[src/rtl/alu_ctrl_pkg.sv]
// Shared encodings for the EX-stage ALU control: ALU selects, funct codes,
// alu_op classes, multiply/divide kinds and the MD sequencer state type.
package alu_ctrl_pkg;

    localparam logic [3:0] SEL_SUB  = 4'd1;
    localparam logic [3:0] SEL_OR   = 4'd2;
    localparam logic [3:0] SEL_ADD  = 4'd3;
    localparam logic [3:0] SEL_LUI  = 4'd4;
    localparam logic [3:0] SEL_SLL  = 4'd5;
    localparam logic [3:0] SEL_SRL  = 4'd6;
    localparam logic [3:0] SEL_AND  = 4'd7;
    localparam logic [3:0] SEL_NOR  = 4'd8;
    localparam logic [3:0] SEL_NOP  = 4'd9;
    localparam logic [3:0] SEL_SLT  = 4'd10;
    localparam logic [3:0] SEL_MFHI = 4'd11;
    localparam logic [3:0] SEL_MFLO = 4'd12;

    localparam logic [5:0] FUNCT_SLL   = 6'b000000;
    localparam logic [5:0] FUNCT_SRL   = 6'b000010;
    localparam logic [5:0] FUNCT_MFHI  = 6'b010000;
    localparam logic [5:0] FUNCT_MFLO  = 6'b010010;
    localparam logic [5:0] FUNCT_MULT  = 6'b011000;
    localparam logic [5:0] FUNCT_MULTU = 6'b011001;
    localparam logic [5:0] FUNCT_DIV   = 6'b011010;
    localparam logic [5:0] FUNCT_DIVU  = 6'b011011;
    localparam logic [5:0] FUNCT_ADD   = 6'b100000;
    localparam logic [5:0] FUNCT_SUB   = 6'b100010;
    localparam logic [5:0] FUNCT_AND   = 6'b100100;
    localparam logic [5:0] FUNCT_OR    = 6'b100101;
    localparam logic [5:0] FUNCT_NOR   = 6'b100111;
    localparam logic [5:0] FUNCT_SLT   = 6'b101010;

    localparam logic [2:0] OP_LUI   = 3'b001;
    localparam logic [2:0] OP_ORI   = 3'b010;
    localparam logic [2:0] OP_ANDI  = 3'b011;
    localparam logic [2:0] OP_ADDI  = 3'b100;
    localparam logic [2:0] OP_SLTI  = 3'b101;
    localparam logic [2:0] OP_RTYPE = 3'b111;

    localparam logic [1:0] MD_MULT  = 2'b00;
    localparam logic [1:0] MD_MULTU = 2'b01;
    localparam logic [1:0] MD_DIV   = 2'b10;
    localparam logic [1:0] MD_DIVU  = 2'b11;

    typedef logic [0:0] md_state_t;
    localparam md_state_t ST_IDLE = 1'b0;
    localparam md_state_t ST_RUN  = 1'b1;

endpackage

[src/rtl/md_sequencer.sv]
// Fixed-latency sequencer for the multiply/divide unit: start gating, kind
// latch, latency down-counter and the HI/LO write strobe.
module md_sequencer
    import alu_ctrl_pkg::*;
#(
    parameter int MUL_LAT = 4,
    parameter int DIV_LAT = 32
) (
    input  logic       clk,
    input  logic       reset,
    input  logic       start,
    input  logic       div_sel,
    input  logic [1:0] md_kind,
    output logic       md_start,
    output logic [1:0] md_op,
    output logic       hilo_we,
    output md_state_t  state
);

    localparam int MAX_LAT = (MUL_LAT > DIV_LAT) ? MUL_LAT : DIV_LAT;
    localparam int CNT_W   = (MAX_LAT > 1) ? $clog2(MAX_LAT) : 1;
    localparam logic [CNT_W-1:0] MUL_LOAD = CNT_W'(MUL_LAT - 1);
    localparam logic [CNT_W-1:0] DIV_LOAD = CNT_W'(DIV_LAT - 1);

    md_state_t        state_q;
    logic [CNT_W-1:0] cnt;

    assign state    = state_q;
    // Gated by reset directly so a start cannot leak out while reset is held.
    assign md_start = start & (state_q == ST_IDLE) & ~reset;
    assign hilo_we  = (state_q == ST_RUN) && (cnt == '0);

    always_ff @(posedge clk or posedge reset) begin
        if (reset) begin
            state_q <= ST_IDLE;
            cnt     <= '0;
            md_op   <= MD_MULT;
        end else begin
            case (state_q)
                ST_IDLE: begin
                    if (start) begin
                        md_op   <= md_kind;
                        cnt     <= div_sel ? DIV_LOAD : MUL_LOAD;
                        state_q <= ST_RUN;
                    end
                end
                default: begin
                    if (cnt != '0) begin
                        cnt <= cnt - 1'b1;
                    end else begin
                        state_q <= ST_IDLE;
                    end
                end
            endcase
        end
    end

endmodule

[src/rtl/alu_control_md.sv]
// EX-stage ALU control: combinational ALU select decode, MD start decode and
// the HI/LO interlock stall around the multiply/divide sequencer.
module alu_control_md
    import alu_ctrl_pkg::*;
#(
    parameter int ALU_OP_W  = 3,
    parameter int FUNCT_W   = 6,
    parameter int ALU_SEL_W = 4,
    parameter int MUL_LAT   = 4,
    parameter int DIV_LAT   = 32
) (
    input  logic                 clk,
    input  logic                 reset,
    input  logic                 valid_i,
    input  logic [ALU_OP_W-1:0]  alu_op_i,
    input  logic [FUNCT_W-1:0]   alu_function_i,
    output logic [ALU_SEL_W-1:0] alu_operation_o,
    output logic                 md_start_o,
    output logic [1:0]           md_op_o,
    output logic                 md_busy_o,
    output logic                 hilo_we_o,
    output logic                 stall_o
);

    localparam logic [FUNCT_W-1:0] MD_BASE = FUNCT_W'(FUNCT_MULT);

    logic      is_rtype;
    logic      is_md;
    logic      is_hilo_rd;
    md_state_t md_state;

    assign is_rtype   = (alu_op_i == ALU_OP_W'(OP_RTYPE));
    // All four MD functs share the 0110xx prefix; the low two bits pick the kind.
    assign is_md      = is_rtype && (alu_function_i[FUNCT_W-1:2] == MD_BASE[FUNCT_W-1:2]);
    assign is_hilo_rd = is_rtype && ((alu_function_i == FUNCT_W'(FUNCT_MFHI)) ||
                                     (alu_function_i == FUNCT_W'(FUNCT_MFLO)));

    always_comb begin
        alu_operation_o = ALU_SEL_W'(SEL_NOP);
        if (is_rtype) begin
            case (alu_function_i)
                FUNCT_W'(FUNCT_SUB):  alu_operation_o = ALU_SEL_W'(SEL_SUB);
                FUNCT_W'(FUNCT_OR):   alu_operation_o = ALU_SEL_W'(SEL_OR);
                FUNCT_W'(FUNCT_ADD):  alu_operation_o = ALU_SEL_W'(SEL_ADD);
                FUNCT_W'(FUNCT_SLL):  alu_operation_o = ALU_SEL_W'(SEL_SLL);
                FUNCT_W'(FUNCT_SRL):  alu_operation_o = ALU_SEL_W'(SEL_SRL);
                FUNCT_W'(FUNCT_AND):  alu_operation_o = ALU_SEL_W'(SEL_AND);
                FUNCT_W'(FUNCT_NOR):  alu_operation_o = ALU_SEL_W'(SEL_NOR);
                FUNCT_W'(FUNCT_SLT):  alu_operation_o = ALU_SEL_W'(SEL_SLT);
                FUNCT_W'(FUNCT_MFHI): alu_operation_o = ALU_SEL_W'(SEL_MFHI);
                FUNCT_W'(FUNCT_MFLO): alu_operation_o = ALU_SEL_W'(SEL_MFLO);
                default:              alu_operation_o = ALU_SEL_W'(SEL_NOP);
            endcase
        end else begin
            case (alu_op_i)
                ALU_OP_W'(OP_ADDI): alu_operation_o = ALU_SEL_W'(SEL_ADD);
                ALU_OP_W'(OP_LUI):  alu_operation_o = ALU_SEL_W'(SEL_LUI);
                ALU_OP_W'(OP_ORI):  alu_operation_o = ALU_SEL_W'(SEL_OR);
                ALU_OP_W'(OP_ANDI): alu_operation_o = ALU_SEL_W'(SEL_AND);
                ALU_OP_W'(OP_SLTI): alu_operation_o = ALU_SEL_W'(SEL_SLT);
                default:            alu_operation_o = ALU_SEL_W'(SEL_NOP);
            endcase
        end
    end

    md_sequencer #(
        .MUL_LAT (MUL_LAT),
        .DIV_LAT (DIV_LAT)
    ) u_md_sequencer (
        .clk      (clk),
        .reset    (reset),
        .start    (valid_i & is_md),
        .div_sel  (alu_function_i[1]),
        .md_kind  (alu_function_i[1:0]),
        .md_start (md_start_o),
        .md_op    (md_op_o),
        .hilo_we  (hilo_we_o),
        .state    (md_state)
    );

    assign md_busy_o = (md_state == ST_RUN);
    // Only HI/LO readers and further MD ops wait; plain ALU ops flow past.
    assign stall_o   = md_busy_o & valid_i & (is_md | is_hilo_rd);

endmodule

[config.mk]
export PLATFORM = sky130hd
export DESIGN_NAME = alu_control_md
export DESIGN_NICKNAME = d
export VERILOG_FILES = /design/src/rtl/alu_ctrl_pkg.sv /design/src/rtl/md_sequencer.sv /design/src/rtl/alu_control_md.sv
export SDC_FILE = /design/constraint.sdc
export NUM_CORES = 1
export LEC_CHECK = 0
export BUFFER_PORTS_ARGS = -buffer_cell sky130_fd_sc_hd__buf_4
export CAP_MARGIN = 20
export CORE_UTILIZATION = 55
export CTS_BUF_LIST = sky130_fd_sc_hd__clkbuf_2 sky130_fd_sc_hd__clkbuf_4 sky130_fd_sc_hd__clkbuf_8
export DETAILED_ROUTE_END_ITERATION = 12
export PLACE_DENSITY = 0.94
export REMOVE_ABC_BUFFERS = 1
export SYNTH_ARGS = -nofsm -noshare
export SYNTH_HDL_FRONTEND = slang
export SYNTH_SLANG_ARGS = --single-unit
[constraint.sdc]
create_clock -name clk -period 2.9 [get_ports clk]
set_clock_uncertainty 0.2 [all_clocks]
set_input_delay 0.725 -clock clk [delete_from_list [all_inputs] [get_ports clk]]
set_output_delay 0.725 -clock clk [all_outputs]
set_load 0.01 [all_outputs]
After elaboration in Yosys (flattened, before gate mapping)
Index checks and enable logic that the tools add are counted.
{"block": "word_totals", "output_inout_bits": 10, "word_cells": 49, "regBits": 8, "in_bits": 12}
{"block": "op_classes", "eq_ne": 17, "add_sub_neg": 1, "muxes": 10, "bitwise": 8, "n_reduce_logical": 10}
{"op": "one-hot mux 4 bit (10 select lines)", "count": 1}
{"op": "== test 6 bit (second input constant)", "count": 6}
{"op": "two-way mux 5 bit", "count": 4}
{"op": "one-hot mux 4 bit (5 select lines)", "count": 1}
{"op": "== test 6 x 5 -> 1 bit (second input constant)", "count": 2}
{"op": "== test 3 bit (second input constant)", "count": 3}
{"op": "== test 3 x 2 -> 1 bit (second input constant)", "count": 2}
{"op": "== test 6 x 2 -> 1 bit (second input constant)", "count": 1}
{"op": "logical NOT 6 bit", "count": 1}
{"op": "bitwise AND 1 bit", "count": 5}
{"op": "logical NOT 5 bit", "count": 1}
{"op": "nonzero test 5 bit", "count": 1}
{"op": "subtractor 5 x 1 -> 5 bit (second input constant)", "count": 1}
{"op": "== test 4 x 3 -> 1 bit (second input constant)", "count": 1}
{"op": "two-way mux 4 bit", "count": 1}
{"op": "AND reduction 2 bit", "count": 2}
{"op": "== test 3 x 1 -> 1 bit (second input constant)", "count": 1}
{"op": "logical AND 1 bit", "count": 3}
{"op": "two-way mux 1 bit", "count": 3}
{"op": "inequality test 2 bit (second input constant)", "count": 1}
{"op": "inverter 1 bit", "count": 2}
{"op": "nonzero test 2 bit", "count": 1}
{"op": "logical OR 1 bit", "count": 1}
{"op": "OR 1 bit", "count": 1}

Logic depth before layout (Yosys ltp)
Gate-level depths: netlist of run 1.
{"block": "logic_depth", "ltp_word": 5, "depth_mapped": 7, "depth_no_buf": 7}

Hierarchy
Synthesis of run 1 repeated with hierarchy kept, for this count alone.
{"block": "unflattened", "hier_cells": 87, "area_unflattened_um2": 713.2}
{"module": "md_sequencer", "area_each_um2": 420.4, "seq_area_each_um2": 200.2, "cells_each": 44, "instances": 1}
{"module": "alu_control_md", "area_each_um2": 292.8, "seq_area_each_um2": 0.0, "cells_each": 43, "instances": 1}

Worst setup path before layout of run 1
No wires, ideal clock.
{"block": "synth_path", "kind": "in2out", "startpoint": "in alu_function_i[2]", "endpoint": "out alu_operation_o[1]", "setup_slack_ns": 0.356, "cell_stages": 5, "path_buffers": 1, "t_arrival_ns": 1.619, "t_required_ns": 1.975, "cell_sequence": "buf_2 -> inv_1 -> a2111oi_0 -> o21bai_1 -> a21oi_1"}
{"block": "synth_between", "elab_chain_len": 3, "word_cells_on_any_way": 12, "cone_classes": "eq/ne (9); mux (2); reduce/logical (1)"}
{"item": "start, declared", "line": "alu_control_md.sv:16", "rtl": "input logic [FUNCT_W-1:0] alu_function_i,"}
{"item": "== test 6 x 5 -> 1 bit (tied with other cells)", "line": "alu_control_md.sv:41", "rtl": "case (alu_function_i)"}
{"item": "one-hot mux 4 bit (10 select lines) *", "line": "alu_control_md.sv:41"}
{"item": "two-way mux 4 bit *", "line": "alu_control_md.sv:40", "rtl": "if (is_rtype) begin"}
{"item": "end, declared", "line": "alu_control_md.sv:17", "rtl": "output logic [ALU_SEL_W-1:0] alu_operation_o,"}
Mark *: on every way between the ends. The rest lies on a longest branch, timed or not.

Final worst setup path of run 1
{"block": "layout_path", "startpoint": "in alu_function_i[5]", "endpoint": "out alu_operation_o[1]"}
Same word-level chain as after synthesis.

==> results of run 1 <==
==> cell usage in the layout, fill, tap and decap left out, types with 2 or more instances in the layout <==
cell and instances:
a21oi_1 3, a41oi_1 2, buf_4 21, clkbuf_4 3, dfrtp_1 8, inv_1 9, nand2_1 4, nand3_1 2
nand4_1 2, nor2_1 7, nor2b_1 3, nor3_1 2, nor4_1 2, o21ai_0 9, or2_4 2, xor2_1 2
==> worst max path at each step <==
stage	to	slack (ps)	depth (start not counted)
2_1_floorplan	alu_operation_o[1]	550	4
3_3_place_gp	alu_operation_o[1]	280	6
3_5_place_dp	alu_operation_o[1]	270	6
4_1_cts	alu_operation_o[1]	270	6
5_1_grt	alu_operation_o[1]	120	6
6_report	alu_operation_o[1]	270	6
==> report_power, final <==
group	switching, mW	internal (mW)
logic	0.0875	0.0887
clock network	0.0379	0.0474
registers	0.0363	0.152
total	0.162	0.288
==> cell families after synthesis <==
family / share of synthesized area (%)
adders and majority gates: 1.73
DFF: 27.7
buffers and inverters: 8.48
AOI/OAI and AO/OA: 24.2
muxes: 2.94
xor gates and xnor gates: 3.63
and+or+nand+nor: 31.3
==> per-layer routing <==
| layer | up-vias | track usage, % |
|---|---|---|
| li1 | 366 | - |
| met1 | 321 | 37.2 |
| met2 | 29 | 45.8 |
| met3 | 2 | 8.72 |
| met4 | 0 | 8.04 |
| met5 | - | 0 |
==> critical path, stage by stage <==
cell	delay [ps]
buf_4	150
and2b_1	170
and3_1	180
o32ai_1	270
a21oi_1	70
buf_4	150
==> cell type report <==
| type | instances | area, sq um | share of cell area [%] |
|---|---|---|---|
| clock buffer | 3 | 22.5 | 2.51 |
| inverter | 10 | 37.5 | 4.18 |
| multi-input combinational | 66 | 462 | 51.5 |
| sequential | 8 | 200 | 22.3 |
| tap | 14 | 17.5 | 1.95 |
| timing repair buffer | 21 | 158 | 17.6 |
==> flip-flops by register name, summed over array words and instances, names as in the netlist <==
signal	count
u_md_sequencer.cnt	5
u_md_sequencer.state	1
u_md_sequencer.md_op	2
==> results.txt, run 1 <==
Top cells by area, synth -> dfrtp_1 28%, o21ai_0 6.2%, inv_1 4.7%, nor2_1 3.6%, nor4_4 2.9%
Layout cells sized above 1 -> 28.7%
Filler cells -> 91
Top Metal Used -> met4
H-Tree Depth -> 1
Netlist cell types -> 43
First DRT Iteration DRCs -> 27
Detail Route Antenna Nets -> 0
Initial core utilization -> 61.8%
Top_reg_cell synth -> dfrtp_1
Full die area -> 1460 sq um
Pwr dens -> 501 nW/um^2
Setup CP Type -> in -> out
Arr. time, crit path -> 1700 ps
Largest net degree at the start of global routing -> 14
Row count -> 12
First-pass GRT wire length -> 2830 um
Final worst path period share -> 90.6%
Crit. Startpoint -> alu_function_i[5]
Met3 Wirelength -> 111 um
EDFF count, synth -> 0
Outcome -> finished clean
CTS Hold Buffers Added -> 0
RSZ-0062 raised after global routing -> false
TritonCTS Sinks -> 8
Crit Path Max Fanout -> 11
Placed cell area -> 875 sq um
Reg2reg setup slack -> 1160 ps
Crit. End Element -> primary output
Post_cts resized -> 0
Area share of the largest cell type after synthesis -> 27.7%
Fin Setup TNS -> 0 ps
Type of the worst min-delay path -> in -> async
Synth Instances -> 89
Clock tree root driver cell -> clkbuf_4
Most instantiated cells after synthesis -> 9 x inv_1, 9 x o21ai_0, 8 x dfrtp_1
Placed Cells -> 119
Maximum VDD drop -> 471 uV
Finished Layout Cells -> 122
Final Core Density -> 76.6%
CTS tree -> built
Critical path startpoint category -> primary input
Gp weighted congestion -> 0.922
Setup Slack @ Placement -> 269 ps
WL per Instance -> 13.2 um
P_leak -> 0.422 nW
Reg2Reg Depth -> 7
Total power -> 0.450 mW
Vias per cell -> 5.89
WP data required -> 1980 ps
Finished Cell Area -> 897 sq um
Max_slew headroom -> 76.0%
Initial antenna violation count -> 0
Met1 wire length -> 701 um
Post-DP HPWL -> 1290 um
Ant diodes -> 0
CTS buffer count -> 3
Die W -> 38.3 um
Reg clk slew, reported paths -> 60 ps
Final Setup Violations -> 0
Remaining global-route overflow -> 0
Clk buf depth -> 2
Via count of the routed design -> 718
Synth area leader -> dfrtp_1
Crit Reg-Reg Startpoint -> u_md_sequencer.cnt[0]$_DFFE_PP0P_
Remaining DRCs -> 0
PnR worst setup slack -> 271 ps
Achievable Freq -> 380 MHz
#FFs+latches synth -> 8
Post-Syn Area -> 723 sq um
Die Y -> 38.3 um
Vias in the first global route -> 641
Minimum clock period -> 2630 ps
Max-cap viol count -> 0
Area growth syn-to-layout -> 24.0%
# Post-CTS Setup Buffers -> 0
Max Slew Vio Count -> 0
Async set-reset flop share out of synthesis -> 100%
Routed length on met2 -> 788 um
Iteration count of the initial detailed-routing pass -> 4
Syn avg cell area -> 8.13 sq um
Fin. Hold Viols -> 0
Reg2reg end -> u_md_sequencer.cnt[2]$_DFFE_PP0P_
Number of top-level pins -> 22
CORE AREA -> 1170 sq um
Skew-Pair Late Insertion Delay -> 260 ps
Sequential fraction of the synthesis area -> 27.7%
Nets -> 123
Total track usage -> 28.8%
PortBufs -> 21
Routed Wire Length -> 1620 um
Slew at the pin closest to its max-slew limit -> 351 ps
Hold Slack -> 213 ps
Ys Warns -> 0
Power figures use the tool's default switching activity.
==> run 2, diff against run 1 <==
Settings changed: CORE_UTILIZATION 55 to 47, PLACE_DENSITY 0.94 to 0.86.
Clock period 2.9 ns to 2.3 ns, I/O delays scaled along.
==> results.txt, run 2 (synthesis gave the netlist of run 1 again) <==
Outcome -> finished clean (unchanged)
Pwr dens -> 592 nW/um^2 (was 501 nW/um^2)
Fin Setup TNS -> 0 ps (unchanged)
TritonCTS Sinks -> 8 (unchanged)
Logic gate share of total power -> 41.4% (was 39.2%)
Max_slew headroom -> 77.1% (was 76.0%)
Area growth syn-to-layout -> 42.2% (was 24.0%)
Reg clk slew, reported paths -> 60 ps (about the same)
Flop pwr share -> 39.0% (was 41.9%)
Cell mode on critical path -> buf_4 (unchanged)
Reg2Reg Depth -> 7 (unchanged)
Stages on the worst setup path -> 6 (unchanged)
Type of the worst min-delay path -> in -> async (unchanged)
PortBufs -> 21 (unchanged)
Reg with most FFs -> u_md_sequencer.cnt (unchanged)
Net switching power -> 0.230 mW (was 0.162 mW)
Clk buf depth -> 2 (unchanged)
Vias in the first global route -> 688 (was 641)
Fin. Hold Viols -> 0 (unchanged)
P_leak -> 0.469 nW (was 0.422 nW)
Crit Reg-Reg Startpoint -> u_md_sequencer.cnt[0]$_DFFE_PP0P_ (unchanged)
Clock network fraction of total power -> 19.6% (was 19.0%)
Gp weighted congestion -> 0.837 (was 0.922)
Final Setup Violations -> 0 (unchanged)
Total power -> 0.609 mW (was 0.450 mW)
Reg area -> 200 sq um (unchanged)
Routed Wire Length -> 2040 um (was 1620 um)
Skew-Pair Late Insertion Delay -> 270 ps (was 260 ps)
Via count of the routed design -> 782 (was 718)
Max incr delay on CP -> 250 ps (was 270 ps)
Max FFs per register -> 5 (unchanged)
Critical path startpoint category -> primary input (unchanged)
RSZ-0062 raised after global routing -> true (was false)
Post-DP HPWL -> 1430 um (was 1290 um)
First-pass GRT wire length -> 2970 um (was 2830 um)
Crit Path Max Fanout -> 2 (was 11)
Full die area -> 1700 sq um (was 1460 sq um)
Achievable Freq -> 436 MHz
Switching Share -> 37.8% (was 36.0%)
Arr. time, crit path -> 1520 ps (was 1700 ps)
Crit. Startpoint -> alu_op_i[1] (was alu_function_i[5])
Largest net degree at the start of global routing -> 11 (was 14)
Initial antenna violation count -> 0 (unchanged)
Setup Slack @ Placement -> -72.0 ps (was 269 ps)
Initial core utilization -> 52.9% (was 61.8%)
CTS tree -> built (unchanged)
Max-cap viol count -> 0 (unchanged)
PnR worst setup slack -> 6.27 ps (was 271 ps)
Setup CP Type -> in -> out (unchanged)
Detail Route Antenna Nets -> 0 (unchanged)
Die W -> 41.2 um (was 38.3 um)
Reg2reg setup slack -> 540 ps (was 1160 ps)
Filler cells -> 94 (was 91)
Remaining DRCs -> 0 (unchanged)
Critical Path End -> alu_operation_o[1] (unchanged)
H-Tree Depth -> 1 (unchanged)
Crit-path cells -> buf_4, xor2_1, a41o_1, o32ai_2, a21oi_1, buf_4 (was buf_4, and2b_1, and3_1, o32ai_1, a21oi_1, buf_4)
Max Slew Vio Count -> 0 (unchanged)
Critical path's slowest cell -> a41o_1 (was o32ai_1)
Layout cells sized above 1 -> 40.0% (was 28.7%)
CTS Hold Buffers Added -> 0 (unchanged)
Area of the multi-input gates -> 524 sq um (was 462 sq um)
Final worst path period share -> 99.7%
CTS buffer count -> 3 (unchanged)
Minimum clock period -> 2290 ps
Most frequent cells in the layout -> 24 x buf_4, 8 x inv_1, 8 x o21ai_0, 8 x dfrtp_1, 6 x nor2_1 (was 21 x buf_4, 9 x inv_1, 9 x o21ai_0, 8 x dfrtp_1, 7 x nor2_1)
Slew at the pin closest to its max-slew limit -> 344 ps (was 351 ps)
Total track usage -> 27.7% (was 28.8%)
Die Y -> 41.2 um (was 38.3 um)
Clock tree root driver cell -> clkbuf_4 (unchanged)
Crit. End Element -> primary output (unchanged)
CP Buf/Inv Count -> 2 (unchanged)
# Post-CTS Setup Buffers -> 0 (unchanged)
Hold Slack -> 63.0 ps (was 213 ps)
Vias per cell -> 6.02 (was 5.89)
Number of top-level pins -> 22 (unchanged)
WP data required -> 1520 ps (was 1980 ps)
Row count -> 13 (was 12)
Maximum VDD drop -> 566 uV (was 471 uV)
Reg2reg end -> u_md_sequencer.cnt[2]$_DFFE_PP0P_ (unchanged)
Ant diodes -> 0 (unchanged)
Nets -> 130 (was 123)
Remaining global-route overflow -> 0 (unchanged)
WL per Instance -> 15.7 um (was 13.2 um)
CORE AREA -> 1370 sq um (was 1170 sq um)
Commonest non-fill, non-tap cell in the layout -> buf_4 (unchanged)
Int Power -> 0.379 mW (was 0.288 mW)
Family with the most delay on the worst path -> compound AO/OA/AOI/OAI gates (was simple AND/OR/NAND/NOR gates)
Iteration count of the initial detailed-routing pass -> 4 (unchanged)
First DRT Iteration DRCs -> 21 (was 27)
## run 2: metal layers
layer | GRT usage, % | part of all wire (%) | wire length [um]
met5 | 0 | 0 | 0
met4 | 14.5 | 2.5 | 51
met3 | 8.15 | 5.2 | 107
met2 | 43.8 | 50 | 1020
met1 | 33.4 | 42 | 861
## run 2: layout make-up
class	count	area share (%)
tap	15	1.82
timing repair buffer	28	21.9
multi-input combinational	66	51.0
inverter	10	3.65
sequential	8	19.5
clock buffer	3	2.19
## run 2: worst min path at each step
stage / slack, ps / startpoint / cells past startpoint / to
final: 60 / reset / 2 / u_md_sequencer.state$_DFF_PP0_
after global routing: 90 / reset / 2 / u_md_sequencer.state$_DFF_PP0_
after CTS: 70 / reset / 2 / u_md_sequencer.state$_DFF_PP0_
after detailed placement: 280 / u_md_sequencer.md_op[0]$_DFFE_PP0P_ / 1 / u_md_sequencer.md_op[0]$_DFFE_PP0P_
after global placement: 280 / u_md_sequencer.md_op[0]$_DFFE_PP0P_ / 1 / u_md_sequencer.md_op[0]$_DFFE_PP0P_
after floorplan: 190 / reset / 1 / u_md_sequencer.cnt[0]$_DFFE_PP0P_
## run 2: stage by stage
| step | cell area (sq um) | util [%] | std cells |
|---|---|---|---|
| CTS | 983 | 72.0 | 130 |
| floorplan | 699 | - | 84 |
| finish | 1030 | 75.3 | 130 |
| detailed placement | 928 | 67.9 | 127 |
| global placement | 928 | 67.9 | 127 |
| global route | 1030 | 75.3 | 130 |
## run 2: worst register-to-register path, delay by kind of cell (launching register included)
| kind | cells | cell delay [ps] |
|---|---|---|
| compound gates | 1 | 230 |
| fa+ha+maj | 1 | 180 |
| buf+inv | 2 | 110 |
| flops | 1 | 400 |
| simple gates | 3 | 540 |
## run 2: power groups by stage
stage          Sequential [mW]  Combinational (mW)  Clock [mW]
3_5_place_dp             0.239               0.231           0
6_report                 0.238               0.252       0.119
4_1_cts                  0.237               0.240       0.117
5_1_grt                  0.246               0.274       0.122
2_1_floorplan            0.231               0.142           0
3_3_place_gp             0.236               0.221           0
## run 2: repair_timing
item / CTS / global route
setup endpoints to repair: 1 / 3
pin swaps: 1 / 3
gates resized for setup: 6 / 10
endpoints found under the hold margin: 0 / 0
